`config.mk`:
```
export PLATFORM = sky130hd
export DESIGN_NAME = vga_timing_gen
export DESIGN_NICKNAME = d
export VERILOG_FILES = /design/src/rtl/vga_pkg.sv /design/src/rtl/vga_timing_gen.sv
export SDC_FILE = /design/constraint.sdc
export NUM_CORES = 1
export LEC_CHECK = 0
export BUFFER_PORTS_ARGS = -buffer_cell sky130_fd_sc_hd__buf_4
export CORE_UTILIZATION = 32
export DETAILED_ROUTE_END_ITERATION = 10
export SYNTH_ARGS = -nofsm -noshare
export SYNTH_HDL_FRONTEND = slang
export SYNTH_SLANG_ARGS = --single-unit
```
`constraint.sdc`:
```
create_clock -name Clk -period 2.25 [get_ports Clk]
set_clock_uncertainty 0.05 [all_clocks]
set_input_delay 0.45 -clock Clk [delete_from_list [all_inputs] [get_ports Clk]]
set_output_delay 0.45 -clock Clk [all_outputs]
set_load 0.02 [all_outputs]
```
`src/rtl/vga_pkg.sv`:
```
`default_nettype none
// ============================================================================
// Module      : vga_pkg
// Description : 640x480 @ 60 Hz VGA timing constants and the coordinate type
//               shared by the timing generator and the logo/sprite blocks.
// Revision    : 1.0 - initial release
// ============================================================================
package vga_pkg;

    localparam int H_VISIBLE = 640;
    localparam int H_FP      = 16;
    localparam int H_SYNC    = 96;
    localparam int H_BP      = 48;
    localparam int H_TOTAL   = H_VISIBLE + H_FP + H_SYNC + H_BP;

    localparam int V_VISIBLE = 480;
    localparam int V_FP      = 10;
    localparam int V_SYNC    = 2;
    localparam int V_BP      = 33;
    localparam int V_TOTAL   = V_VISIBLE + V_FP + V_SYNC + V_BP;

    typedef logic [9:0] vga_coord_t;

endpackage
`default_nettype wire

```
`src/rtl/vga_timing_gen.sv`:
```
`default_nettype none
// ============================================================================
// Module      : vga_timing_gen
// Description : 25 MHz pixel strobe, pixel/line counters and registered
//               HS/VS/BLANK_N from a 50 MHz clock; frame_start on each wrap.
// Revision    : 1.0 - initial release
// ============================================================================
module vga_timing_gen
    import vga_pkg::*;
#(
    parameter int H_ACTIVE = H_VISIBLE,
    parameter int H_FRONT  = H_FP,
    parameter int H_SYNC_W = H_SYNC,
    parameter int H_BACK   = H_BP,
    parameter int V_ACTIVE = V_VISIBLE,
    parameter int V_FRONT  = V_FP,
    parameter int V_SYNC_W = V_SYNC,
    parameter int V_BACK   = V_BP
) (
    input  logic       Clk,
    input  logic       Reset,
    output logic       pixel_en,
    output logic       VGA_CLK,
    output logic       VGA_HS,
    output logic       VGA_VS,
    output logic       VGA_BLANK_N,
    output logic [9:0] DrawX,
    output logic [9:0] DrawY,
    output logic       frame_start
);

    localparam vga_coord_t H_VIS_LAST   = vga_coord_t'(H_ACTIVE - 1);
    localparam vga_coord_t H_SYNC_FIRST = vga_coord_t'(H_ACTIVE + H_FRONT);
    localparam vga_coord_t H_SYNC_LAST  = vga_coord_t'(H_ACTIVE + H_FRONT + H_SYNC_W - 1);
    localparam vga_coord_t H_LAST       = vga_coord_t'(H_ACTIVE + H_FRONT + H_SYNC_W + H_BACK - 1);

    localparam vga_coord_t V_VIS_LAST   = vga_coord_t'(V_ACTIVE - 1);
    localparam vga_coord_t V_SYNC_FIRST = vga_coord_t'(V_ACTIVE + V_FRONT);
    localparam vga_coord_t V_SYNC_LAST  = vga_coord_t'(V_ACTIVE + V_FRONT + V_SYNC_W - 1);
    localparam vga_coord_t V_LAST       = vga_coord_t'(V_ACTIVE + V_FRONT + V_SYNC_W + V_BACK - 1);

    logic       r_phase;
    logic       r_vga_clk;
    vga_coord_t r_hc;
    vga_coord_t r_vc;
    logic       r_hs;
    logic       r_vs;
    logic       r_blank_n;
    logic       r_frame_start;

    logic       w_h_last;
    logic       w_v_last;
    logic       w_frame_wrap;
    vga_coord_t w_hc_next;
    vga_coord_t w_vc_next;

    assign w_h_last     = (r_hc == H_LAST);
    assign w_v_last     = (r_vc == V_LAST);
    assign w_frame_wrap = r_phase && w_h_last && w_v_last;

    // Sync/blank are derived from the next counter values so the registered
    // outputs always describe the pixel currently shown on DrawX/DrawY.
    always_comb begin
        w_hc_next = r_hc;
        w_vc_next = r_vc;
        if (r_phase) begin
            if (w_h_last) begin
                w_hc_next = '0;
                w_vc_next = w_v_last ? '0 : r_vc + 10'd1;
            end else begin
                w_hc_next = r_hc + 10'd1;
            end
        end
    end

    always_ff @(posedge Clk or posedge Reset) begin
        if (Reset) begin
            r_phase       <= 1'b0;
            r_vga_clk     <= 1'b0;
            r_hc          <= '0;
            r_vc          <= '0;
            r_hs          <= 1'b1;
            r_vs          <= 1'b1;
            r_blank_n     <= 1'b1;
            r_frame_start <= 1'b0;
        end else begin
            r_phase       <= ~r_phase;
            r_vga_clk     <= r_phase;
            r_hc          <= w_hc_next;
            r_vc          <= w_vc_next;
            r_hs          <= !((w_hc_next >= H_SYNC_FIRST) && (w_hc_next <= H_SYNC_LAST));
            r_vs          <= !((w_vc_next >= V_SYNC_FIRST) && (w_vc_next <= V_SYNC_LAST));
            r_blank_n     <= (w_hc_next <= H_VIS_LAST) && (w_vc_next <= V_VIS_LAST);
            r_frame_start <= w_frame_wrap;
        end
    end

    assign pixel_en    = r_phase;
    assign VGA_CLK     = r_vga_clk;
    assign VGA_HS      = r_hs;
    assign VGA_VS      = r_vs;
    assign VGA_BLANK_N = r_blank_n;
    assign DrawX       = r_hc;
    assign DrawY       = r_vc;
    assign frame_start = r_frame_start;

endmodule
`default_nettype wire
```
# Word-level counts from Yosys, hierarchy flattened
# Index checks and enable logic that the tools add are counted.
op_classes:
  addsub: 2
  n_eq_ne: 2
  n_shift: 0
  bitwise_logic: 1
  muxes: 5
  div_mod_pow: 0
  multipliers: 0
  reduce_logical: 7
  magnitude_cmp: 6
op_table:
  columns: ["op", "n"]
  rows:
  - ["10-bit 2-to-1 mux", 5]
  - ["10-bit by 1-bit adder with 10-bit output (second input constant)", 2]
  - ["10-bit == test (second input constant)", 2]
  - ["10-bit less-or-equal comparator (second input constant)", 2]
  - ["10-bit by 9-bit less-or-equal comparator with 1-bit output (second input constant)", 2]
  - ["10-bit greater-or-equal comparator (second input constant)", 1]
  - ["10-bit by 9-bit greater-or-equal comparator with 1-bit output (second input constant)", 1]
  - ["1-bit logical AND", 5]
  - ["1-bit logical NOT", 2]
  - ["1-bit NOT", 1]
word_totals:
  romBits: 0
  mem_bits_rw: 0
  latchBits: 0
  ff_bits: 26
  n_memories: 0
  wordCells: 31

# Depth between registers and ports, before layout
# Gate-level depths: netlist (run 1).
logic_depth:
  ltp_word: 7
  depth_mapped: 8
  mapped_depth_nobuf: 8

# Least setup slack after synthesis (run 1)
# No wires, ideal clock.
synth_path:
  path_kind: "flip-flop to flip-flop"
  from: "register r_hc[6], in the netlist DrawX[6]"
  to: "register r_vs, in the netlist VGA_VS"
  path_stages_with_launch: 9
  t_arrival_ns: 2.239
  setup_ns: 0.088
  synth_period_minus_slack_ns: 2.377
  setup_slack_ns: -0.127
  required_time_ns: 2.112
  cell_sequence: "dfrtp_1 -> buf_6 -> or3b_4 -> or4_1 -> buf_2 -> nor2_2 -> a22o_2 -> nand3_1 -> or3b_1"
synth_via:
  elab_chain_len: 6
synth_lines:
  columns: ["item", "line", "text"]
  rows:
  - ["start, declared", "vga_timing_gen.sv:44", "vga_coord_t r_hc;"]
  - ["start signal, assigned", "vga_timing_gen.sv:89", "r_hc <= w_hc_next;"]
  - ["10-bit == test (*)", "vga_timing_gen.sv:57", "assign w_h_last = (r_hc == H_LAST);"]
  - ["10-bit 2-to-1 mux (*)", "vga_timing_gen.sv:67", "if (w_h_last) begin"]
  - ["10-bit 2-to-1 mux (*)", "vga_timing_gen.sv:66", "if (r_phase) begin"]
  - ["via w_vc_next[1]", "vga_timing_gen.sv:55", "vga_coord_t w_vc_next;"]
  - ["10-bit by 9-bit greater-or-equal comparator with 1-bit output or 10-bit by 9-bit less-or-equal comparator with 1-bit output (tied branches)", "vga_timing_gen.sv:92", "r_vs <= !((w_vc_next >= V_SYNC_FIRST) && (w_vc_next <= V_SYNC_LAST));"]
  - ["1-bit logical AND (*)", "vga_timing_gen.sv:92", null]
  - ["1-bit logical NOT (*)", "vga_timing_gen.sv:92", null]
  - ["end signal, assigned", "vga_timing_gen.sv:92", null]
  - ["end, declared", "vga_timing_gen.sv:47", "logic r_vs;"]
# Mark *: on every way through the listed nets, which the timed path passes. The rest lies on a longest branch.

# Final worst setup path (run 1)
# Same ends and word-level chain as after synthesis.

==> results of run 1 <==
layer usage:
layer / wire, um / track usage, % / up-vias / part of all wire, %
li1: - / - / 572 / -
met1: 1580 / 20.8 / 538 / 49
met2: 1500 / 22.7 / 16 / 47
met3: 95 / 1.81 / 2 / 3.0
met4: 25 / 6.51 / 0 / 0.78
met5: 0 / 0 / - / 0
worst paths after layout:
check                           end  slack (ps)  cells after the start
max in group asynchronous    VGA_VS        1680                      3
min in group Clk           DrawY[8]         520                      1
min reg2reg                DrawY[8]         520                      1
max                          VGA_VS          20                      6
max reg2reg                  VGA_VS          20                      6
min                        DrawY[2]         170                      3
Yosys cell counts (all sizes together), types with 2 or more instances:
master / n
buf: 3
clkbuf: 4
nand4b: 2
dfrtp: 23
or2b: 2
o31ai: 2
nor3: 3
mux2: 2
nor4: 3
ha: 3
and3: 2
nor2: 12
o21ai: 7
nand2: 11
o2bb2ai: 3
inv: 6
a31oi: 2
or3b: 2
nor4b: 2
nand4: 7
nand3: 7
dfstp: 3
xor2: 4
and4: 2
xnor2: 9
worst max-delay path, cell delays in order, from the launching register on:
cell	delay (ps)
dfrtp_2	410
or3b_4	430
nor4_4	270
nand4_1	200
xnor2_2	180
and4_1	250
or3b_1	360
sequential cells by signal, summed over array words and instances (netlist names):
signal and count:
VGA_CLK 1, pixel_en 1, VGA_HS 1, DrawX 10, VGA_VS 1, VGA_BLANK_N 1
DrawY 10, frame_start 1
kinds of logic after synthesis:
kind of cell | synth area share, %
XOR/XNOR | 9.06
AO/OA/AOI/OAI | 10.5
buffers and inverters | 4.13
multiplexers | 2.29
AND/OR/NAND/NOR | 25.4
flip-flops | 46.0
adder cells (fa/ha/maj) | 2.64
power by group:
part           switching, W  internal [W]   total, W
Clock              0.000153      0.000238   0.000391
Combinational    0.00000887    0.00000237  0.0000112
Sequential                0      0.000467   0.000467
Total              0.000162      0.000708   0.000870
layout make-up:
type / instances / area share (%)
Tap cell: 50 / 3.37
Clock inverter: 1 / 1.62
Sequential cell: 26 / 35.4
Inverter: 6 / 1.21
Timing Repair Buffer: 41 / 16.6
Multi-Input combinational cell: 98 / 39.6
Clock buffer: 3 / 2.23
repair_timing:
item                                    CTS  global route
resized for setup                         1             1
pin swaps                                 1             0
endpoints found under the setup margin    1             1
stage by stage:
step / worst slack (ps) / util (%) / instances / power (W)
after floorplan: -71.4 / - / 137 / 0.000483
after global placement: 56.6 / 42.9 / 221 / 0.000489
after detailed placement: -30.3 / 42.9 / 221 / 0.000489
after CTS: 3.31 / 44.7 / 225 / 0.000874
after global routing: -34.1 / 44.7 / 225 / 0.000895
final: 24.5 / 44.7 / 225 / 0.000870
==> summary.txt, run 1 <==
Run status
  • Status: finished clean

CTS
  • Clock Sink Count: 26
  • Clk Latency, worst-skew pair: about 270 ps
  • Clock transition at the registers of the reported paths: around 100 ps
  • Post-CTS Hold Fix Bufs: 0
  • CTS Buffer Depth: 2
  • Total CTS buffers: 3
  • Post-CTS Setup Bufs: 0
  • CTS root buf: clkbuf_8
  • # H-tree levels: 1
  • CTS tree: done

Setup path
  • CP Launch Type: flip-flop
  • Launch point of the worst path: DrawX[6]
  • CP Data Required Time: ~2400 ps
  • Crit-path max FO: 5
  • RR Startpoint: DrawX[6]
  • Worst path arrival time: roughly 2400 ps
  • Critical Setup Path Class: flip-flop to flip-flop
  • Worst setup EP type: flip-flop

Timing
  • Slew Limit Fails: 0
  • Slew headroom: approximately three quarters
  • Actual slew at the worst max-slew pin: 347 ps
  • Tmin final: roughly 2200 ps
  • Hold WS: 174 ps
  • Fraction of the cycle the final worst path needs: 98.9%
  • Hold Vio Cnt, Final: 0
  • RSZ-0062 raised after global routing: true
  • Setup tns final: 0 ps
  • Fmax: between 400 and 500 MHz
  • Endpoints failing setup: 0

Power and ir drop
  • Pwr/cell area: 469 nW/um2
  • Maximum vdd drop: between 0.2 and 0.25 mV
  • Leak: ~0.87 nW

Final layout
  • Most frequent cells in the layout: buf_4 (41), dfrtp_1 (22), nor2_1 (11), nand2_1 (10)
  • Final #Nets: roughly 180
  • Design area: 1850 um2
  • Area occupied by multi-input gates: between 700 and 800 um2
  • Antenna Cells: 0
  • Commonest non-fill, non-tap cell in the layout: buf_4
  • Register area: 656 um2
  • Layout cells sized above 1: a little under two fifths
  • Filler instances: ~420
  • Area growth syn-to-layout: 30.3%

Floorplan
  • Initial core utilization: 34.3%
  • Rows: 23
  • Die X: 68.7 um
  • IO Pins: 28
  • Die height: 68.7 um
  • Die area: approximately 4700 um2
  • Core box area: approximately 4100 um2

Global routing
  • Largest net degree at the start of global routing: 27
  • GRT overflow: 0
  • All-Layer GR Usage: about 15%
  • First-pass GRT wire length: 5180 um
  • Initial antenna violation count: 0
  • Vias in the first global route: between 1,000 and 1,500

Placement
  • Final HPWL DP: ~2400 um
  • GPL Wtd Cong: ~0.84
  • Post-DP Area: approximately 1800 um2
  • Port bufs: 27

Flow run
  • Max-cap violations: 0

Min path
  • Tightest Hold Check Type: primary input to async pin

Logic synthesis
  • Yosys top cell area share: between 40% and 50%
  • Synth Instances: 137
  • Synthesized area per cell: 10.4 um2
  • Cell Area, Synth: roughly 1400 um2
  • Top cells by area, synth: dfrtp_1 (40%), dfstp_2 (5.5%), xnor2_1 (4.3%), nand4_1 (3.1%), nor4_4 (3.0%)
  • Net Count, Synth: about 140
  • Seq/Total Area, Yosys: between 40 and 50%
  • YS warnings: 0
  • Main synth FF type: dfrtp_1
  • Netlist cell types: between 40 and 50
  • Synthesized flop and latch total: 26
  • Area leader, netlist: dfrtp_1
  • EDFF count, synth: 0
  • Ys async rst share: 100%

Drt
  • Total wire length: 3200 um
  • Vias: 1,128
  • 1st-pass router iterations: 4
  • DR iter-0 viols: 30
  • Post-route DRC: 0
  • Post-route ant nets: 0
  • Post-DR wirelength/cell: ~14 um
  • Routed vias/inst: about 5
Note: power is estimated with default switching activity, not from simulation.
==> inputs of run 2 (changes only) <==
--- a/config.mk
+++ b/config.mk
@@ -8,6 +8,7 @@
 export BUFFER_PORTS_ARGS = -buffer_cell sky130_fd_sc_hd__buf_4
 export CORE_UTILIZATION = 32
 export DETAILED_ROUTE_END_ITERATION = 10
+export PLACE_DENSITY = 0.65
 export SYNTH_ARGS = -nofsm -noshare
 export SYNTH_HDL_FRONTEND = slang
 export SYNTH_SLANG_ARGS = --single-unit
==> run 2 against run 1 <==
- combinational power increased by 4%
- die area unchanged
- fmax up 2.4%
- highest routed layer unchanged
- largest power group unchanged
- register-to-register slack improved by 50 ps
- first-iteration DRC count is 77% higher
- clock power fell by 20%
- cell area increased by 0.54%
- largest cell class unchanged
==> summary.txt, run 2 (synthesis results as in run 1) <==
CTS
  • Clk Latency, worst-skew pair: 280 ps (about the same)
  • Clock Sink Count: 26 (unchanged)
  • Total CTS buffers: 3 (unchanged)
  • Clock transition at the registers of the reported paths: 90 ps (about the same)
  • Post-CTS Hold Fix Bufs: 0 (unchanged)
  • CTS tree: done
  • CTS root buf: clkbuf_8
  • # H-tree levels: 1 (unchanged)
  • CTS Buffer Depth: 2 (unchanged)

Final layout
  • Layout cells sized above 1: 38.8% (+1.0 points)
  • Most frequent cells in the layout: buf_4 (44), dfrtp_1 (22), nor2_1 (11), nand2_1 (10), nand4_1 (7)
  • Area growth syn-to-layout: 31.0%
  • Design area: 1860 um2 (+0.54%)
  • Final #Nets: 184 (+1.7%)
  • Filler instances: 419 (+0.24%)
  • Area occupied by multi-input gates: 738 um2 (+0.51%)
  • Final std cells w/o fill: 228 (+1.3%)
  • Register area: 656 um2 (unchanged)
  • Commonest non-fill, non-tap cell in the layout: buf_4
  • Antenna Cells: 0 (unchanged)

Floorplan
  • Die height: 68.7 um (unchanged)
  • IO Pins: 28 (unchanged)
  • Initial core utilization: 34.3% (unchanged)
  • Die X: 68.7 um (unchanged)
  • Rows: 23 (unchanged)
  • Die area: 4720 um2 (unchanged)
  • Core box area: 4140 um2 (unchanged)

Drt
  • Routed vias/inst: 5.27 (+5.2%)
  • Vias: 1,202 (+6.6%)
  • Post-route DRC: 0 (unchanged)
  • DR iter-0 viols: 53 (+77%)
  • Total wire length: 3310 um (+3.3%)
  • Post-DR wirelength/cell: 14.5 um (+2.0%)
  • Post-route ant nets: 0 (unchanged)
  • 1st-pass router iterations: 4 (unchanged)

Placement
  • Port bufs: 27 (unchanged)
  • GPL Wtd Cong: 0.861 (+2.0%)
  • Post-DP Area: 1780 um2 (+0.42%)
  • Final HPWL DP: 2550 um (+5.9%)
  • Cell count after placement: 222 (+0.45%)

Timing
  • Tmin final: 2170 ps (-52.0 ps)
  • Endpoints failing setup: 0 (unchanged)
  • RSZ-0062 raised after global routing: true
  • Slew Limit Fails: 0 (unchanged)
  • Fmax: 460 MHz (+2.4%)
  • Fraction of the cycle the final worst path needs: 96.6% (-2.3 points)
  • Setup tns final: 0 ps (unchanged)
  • Actual slew at the worst max-slew pin: 494 ps (+147 ps)
  • Hold Vio Cnt, Final: 0 (unchanged)
  • Slew headroom: 67.0% (-9.7 points)
  • Hold WS: 142 ps (-31.5 ps)

Setup path
  • Delay-heaviest family, CP: simple AND/OR/NAND/NOR gates
  • R2R cell count: 6 (unchanged)
  • WP buf/inv: 0 (unchanged)
  • RR Startpoint: DrawX[9]
  • Critical path's slowest cell: or4_4
  • Reg-to-Reg End: VGA_VS
  • Crit path capture: VGA_VS
  • Critical Setup Path Class: flip-flop to flip-flop
  • Crit-path max FO: 6 (+1)
  • Total stage count of the critical path: 6 (unchanged)
  • Cell chain of the critical path: or3b_4 -> or4_4 -> nor2_4 -> a22o_2 -> nand3_1 -> or3b_1
  • Worst stage delay on the critical path: 500 ps (+70 ps)
  • CP Data Required Time: 2410 ps (about the same)
  • CP Launch Type: flip-flop
  • Worst path arrival time: 2330 ps (-40 ps)
  • Worst setup EP type: flip-flop
  • Reg2reg setup slack: 80 ps (+50 ps)
  • Launch point of the worst path: DrawX[9]

Global routing
  • Vias in the first global route: 1,092 (-1.4%)
  • Largest net degree at the start of global routing: 15 (-44%)
  • First-pass GRT wire length: 5200 um (+0.41%)
  • Initial antenna violation count: 0 (unchanged)
  • GRT overflow: 0 (unchanged)
  • All-Layer GR Usage: 15.5% (+0.67 points)

Power and ir drop
  • Pwr/cell area: 424 nW/um2 (-9.6%)
  • Maximum vdd drop: 0.270 mV (+24%)
  • Total power: 0.000790 W (-9.1%)
  • Leak: 0.880 nW (+1.6%)

Run status
  • Status: finished clean

Flow run
  • Max-cap violations: 0 (unchanged)

Min path
  • Tightest Hold Check Type: primary input to async pin
## run 2: per-layer routing
layer | global-route usage, % | routed length, um
met5 | 0 | 0
met4 | 6.77 | 49
met3 | 3.62 | 148
met2 | 25.4 | 1630
met1 | 19.3 | 1480
## run 2: power breakdown
part,internal [W],switching (W),total [W]
Sequential,0.000467,0,0.000467
Combinational,0.00000233,0.00000937,0.0000117
Clock,0.000157,0.000154,0.000311
## run 2: worst min-delay path by stage
stage	from	endpoint	slack, ps	cells past startpoint
floorplan	Reset	DrawX[0]	440	1
global placement	Reset	DrawX[9]	460	2
detailed placement	Reset	DrawX[9]	470	2
CTS	Reset	DrawX[9]	160	2
global route	Reset	DrawX[9]	180	2
finish	Reset	DrawX[9]	140	2
## run 2: area by class of cell
type	count	share of cell area [%]
clock buffer	4	2.95
tap	50	3.36
inverter	6	1.21
multi-input combinational	98	39.6
timing repair buffer	44	17.7
sequential	26	35.2
## run 2: per-stage QoR
stage / setup WS (ps) / utilization (%)
after floorplan: -71.4 / -
after global placement: 105 / 43.1
after detailed placement: 12.9 / 43.1
after CTS: 14.6 / 44.4
after global routing: -29.4 / 45.0
final: 76.6 / 45.0
## run 2: repair_timing
action                                  in CTS  in global routing
gates resized for setup                      0                  2
setup buffers                                0                  2
endpoints found under the setup margin       0                  2
==> inputs of run 3 (changes only) <==
--- a/config.mk
+++ b/config.mk
@@ -6,6 +6,7 @@
 export NUM_CORES = 1
 export LEC_CHECK = 0
 export BUFFER_PORTS_ARGS = -buffer_cell sky130_fd_sc_hd__buf_4
+export CORE_ASPECT_RATIO = 1.4
 export CORE_UTILIZATION = 32
 export DETAILED_ROUTE_END_ITERATION = 10
 export PLACE_DENSITY = 0.65
==> run 3 against run 2 <==
- sequential cell count stayed put
- wire length is 1.0% higher
- cell count up 3.5%
==> summary.txt, run 3 (synthesis results as in run 1) <==
Power and ir drop
  • Leak: 0.879 nW (-0.10%)
  • Combinational power share: 1.4% (about the same)
  • Clk network pwr share: 45.1% (+5.7 points)
  • Net switching power: 0.000164 W (+0.37%)
  • Cell internal pwr: 0.000708 W (+13%)
  • Pwr/cell area: 462 nW/um2 (+9.1%)
  • Maximum vdd drop: 0.188 mV (-30%)
  • Switching Fraction: 18.8% (-1.9 points)
  • Power share of the sequential group: 53.6% (-5.5 points)

Drt
  • Met1 WL: 1390 um (-6.1%)
  • 1st-pass router iterations: 4 (unchanged)
  • Post-route DRC: 0 (unchanged)
  • Met2 routed WL: 1740 um (+6.4%)
  • Post-DR wirelength/cell: 14.2 um (-2.4%)
  • Post-route ant nets: 0 (unchanged)
  • Routed vias/inst: 5.10 (-3.3%)
  • DR iter-0 viols: 67 (+26%)
  • Met3 wire length: 139 um (-6.1%)
  • Total wire length: 3340 um (+1.0%)
  • Vias: 1,203 (+0.083%)
  • Top Metal Used: met4

Setup path
  • Worst path arrival time: 2350 ps (+20 ps)
  • Cell chain of the critical path: or3b_4 -> or4_4 -> nor2_4 -> a22o_2 -> nand3_1 -> or3b_1
  • Worst stage delay on the critical path: 500 ps (about the same)
  • Worst setup EP type: flip-flop
  • R2R cell count: 6 (unchanged)
  • Crit-path max FO: 6 (unchanged)
  • Critical path's slowest cell: or4_4
  • Reg-to-Reg End: VGA_VS
  • CP Data Required Time: 2410 ps (about the same)
  • CP Launch Type: flip-flop
  • RR Startpoint: DrawX[6]
  • Critical Setup Path Class: flip-flop to flip-flop
  • Reg2reg setup slack: 60 ps (-20 ps)

Floorplan
  • Initial core utilization: 33.6% (-0.77 points)
  • IO Pins: 28 (unchanged)
  • Die area: 4720 um2 (about the same)
  • Die X: 58.4 um (-15%)
  • Rows: 28 (+22%)
  • Die height: 80.9 um (+18%)
  • Core box area: 4240 um2 (+2.3%)

Global routing
  • First-pass GRT wire length: 5620 um (+8.0%)
  • All-Layer GR Usage: 15.6% (+0.16 points)
  • Largest net degree at the start of global routing: 16 (+1)
  • Initial antenna violation count: 0 (unchanged)
  • GRT overflow: 0 (unchanged)
  • Vias in the first global route: 1,201 (+10%)

Timing
  • Slew Limit Fails: 0 (unchanged)
  • Hold Vio Cnt, Final: 0 (unchanged)
  • Hold WS: 145 ps (+2.40 ps)
  • Final Worst Setup Slack: 60.5 ps (-16.0 ps)
  • Fmax: 457 MHz (-0.73%)
  • RSZ-0062 raised after global routing: true
  • Endpoints failing setup: 0 (unchanged)
  • Actual slew at the worst max-slew pin: 516 ps (+21.4 ps)
  • Setup tns final: 0 ps (unchanged)
  • Fraction of the cycle the final worst path needs: 97.3% (+0.71 points)
  • Slew headroom: 65.6% (-1.4 points)
  • Tmin final: 2190 ps (+16.0 ps)

Placement
  • Pre-CTS setup slack: 13.3 ps (+0.372 ps)
  • Port bufs: 27 (unchanged)
  • Final HPWL DP: 2590 um (+1.6%)
  • GPL Wtd Cong: 0.958 (+11%)

Final layout
  • Antenna Cells: 0 (unchanged)
  • Layout cells sized above 1: 39.2% (+0.44 points)
  • Area growth syn-to-layout: 32.6%
  • Final #Nets: 182 (-1.1%)
  • Most frequent cells in the layout: buf_4 (42), dfrtp_1 (22), nor2_1 (11), nand2_1 (10), nand4_1 (7)
  • Commonest non-fill, non-tap cell in the layout: buf_4

Flow run
  • Max-cap violations: 0 (unchanged)

CTS
  • Post-CTS Setup Bufs: 0 (unchanged)
  • Clock transition at the registers of the reported paths: 100 ps (about the same)
  • Clock Sink Count: 26 (unchanged)
  • CTS root buf: clkbuf_8
  • Clk Latency, worst-skew pair: 280 ps (about the same)
  • CTS Buffer Depth: 2 (unchanged)
  • Total CTS buffers: 3 (unchanged)
  • # H-tree levels: 1 (unchanged)
  • CTS tree: done
  • Post-CTS Hold Fix Bufs: 0 (unchanged)
  • Resized cells post-CTS: 0 (unchanged)

Run status
  • Status: finished clean

Min path
  • Tightest Hold Check Type: primary input to async pin
-- run 3: changes by cell type in the layout (fill, tap and decap cells not counted), sizes merged --
cell / delta
buf: -2
bufinv: +1
clkbuf: -1
-- run 3: worst max-delay path by stage --
stage	start	end	slack (ps)	cells past startpoint
final	DrawX[6]	VGA_VS	60	6
after global routing	DrawX[7]	VGA_VS	-40	6
after CTS	DrawX[6]	VGA_VS	1	6
after detailed placement	DrawX[7]	VGA_VS	10	6
after global placement	DrawX[6]	VGA_VS	50	6
after floorplan	DrawX[6]	VGA_VS	-70	8
-- run 3: through the flow --
stage                     area (um2)  utilization [%]  total power [W]  instances
after floorplan                 1450                -         0.000483        137
after global placement          1800             42.4         0.000488        232
after detailed placement        1800             42.4         0.000489        232
after CTS                       1870             44.1         0.000879        236
after global routing            1890             44.5         0.000905        236
final                           1890             44.5         0.000872        236
-- run 3: layout make-up --
cell class | count | area, um2
Multi-Input combinational cell | 98 | 747
Timing Repair Buffer | 42 | 315
Sequential cell | 26 | 656
Tap cell | 60 | 75.1
Inverter | 6 | 22.5
Clock inverter | 1 | 30.0
Fill cell | 395 | 2350
Clock buffer | 3 | 41.3
-- run 3: layer usage --
layer	GRT usage, %	up-vias
li1	-	571
met1	19.0	577
met2	27.0	47
met3	2.07	8
met4	7.62	0
met5	0	-
-- run 3: power groups by stage --
stage	clock network, W	registers (W)	logic (W)
final	0.000393	0.000467	0.0000119
after CTS	0.000399	0.000467	0.0000129
after global routing	0.000423	0.000467	0.0000143
after floorplan	0	0.000476	0.00000689
after global placement	0	0.000476	0.0000122
after detailed placement	0	0.000476	0.0000129
-- run 3: worst max-delay path, delay by kind of cell (launching register included) --
family / cells / cell delay, ps
flops: 1 / 420
compound gates: 1 / 160
simple gates: 5 / 1490
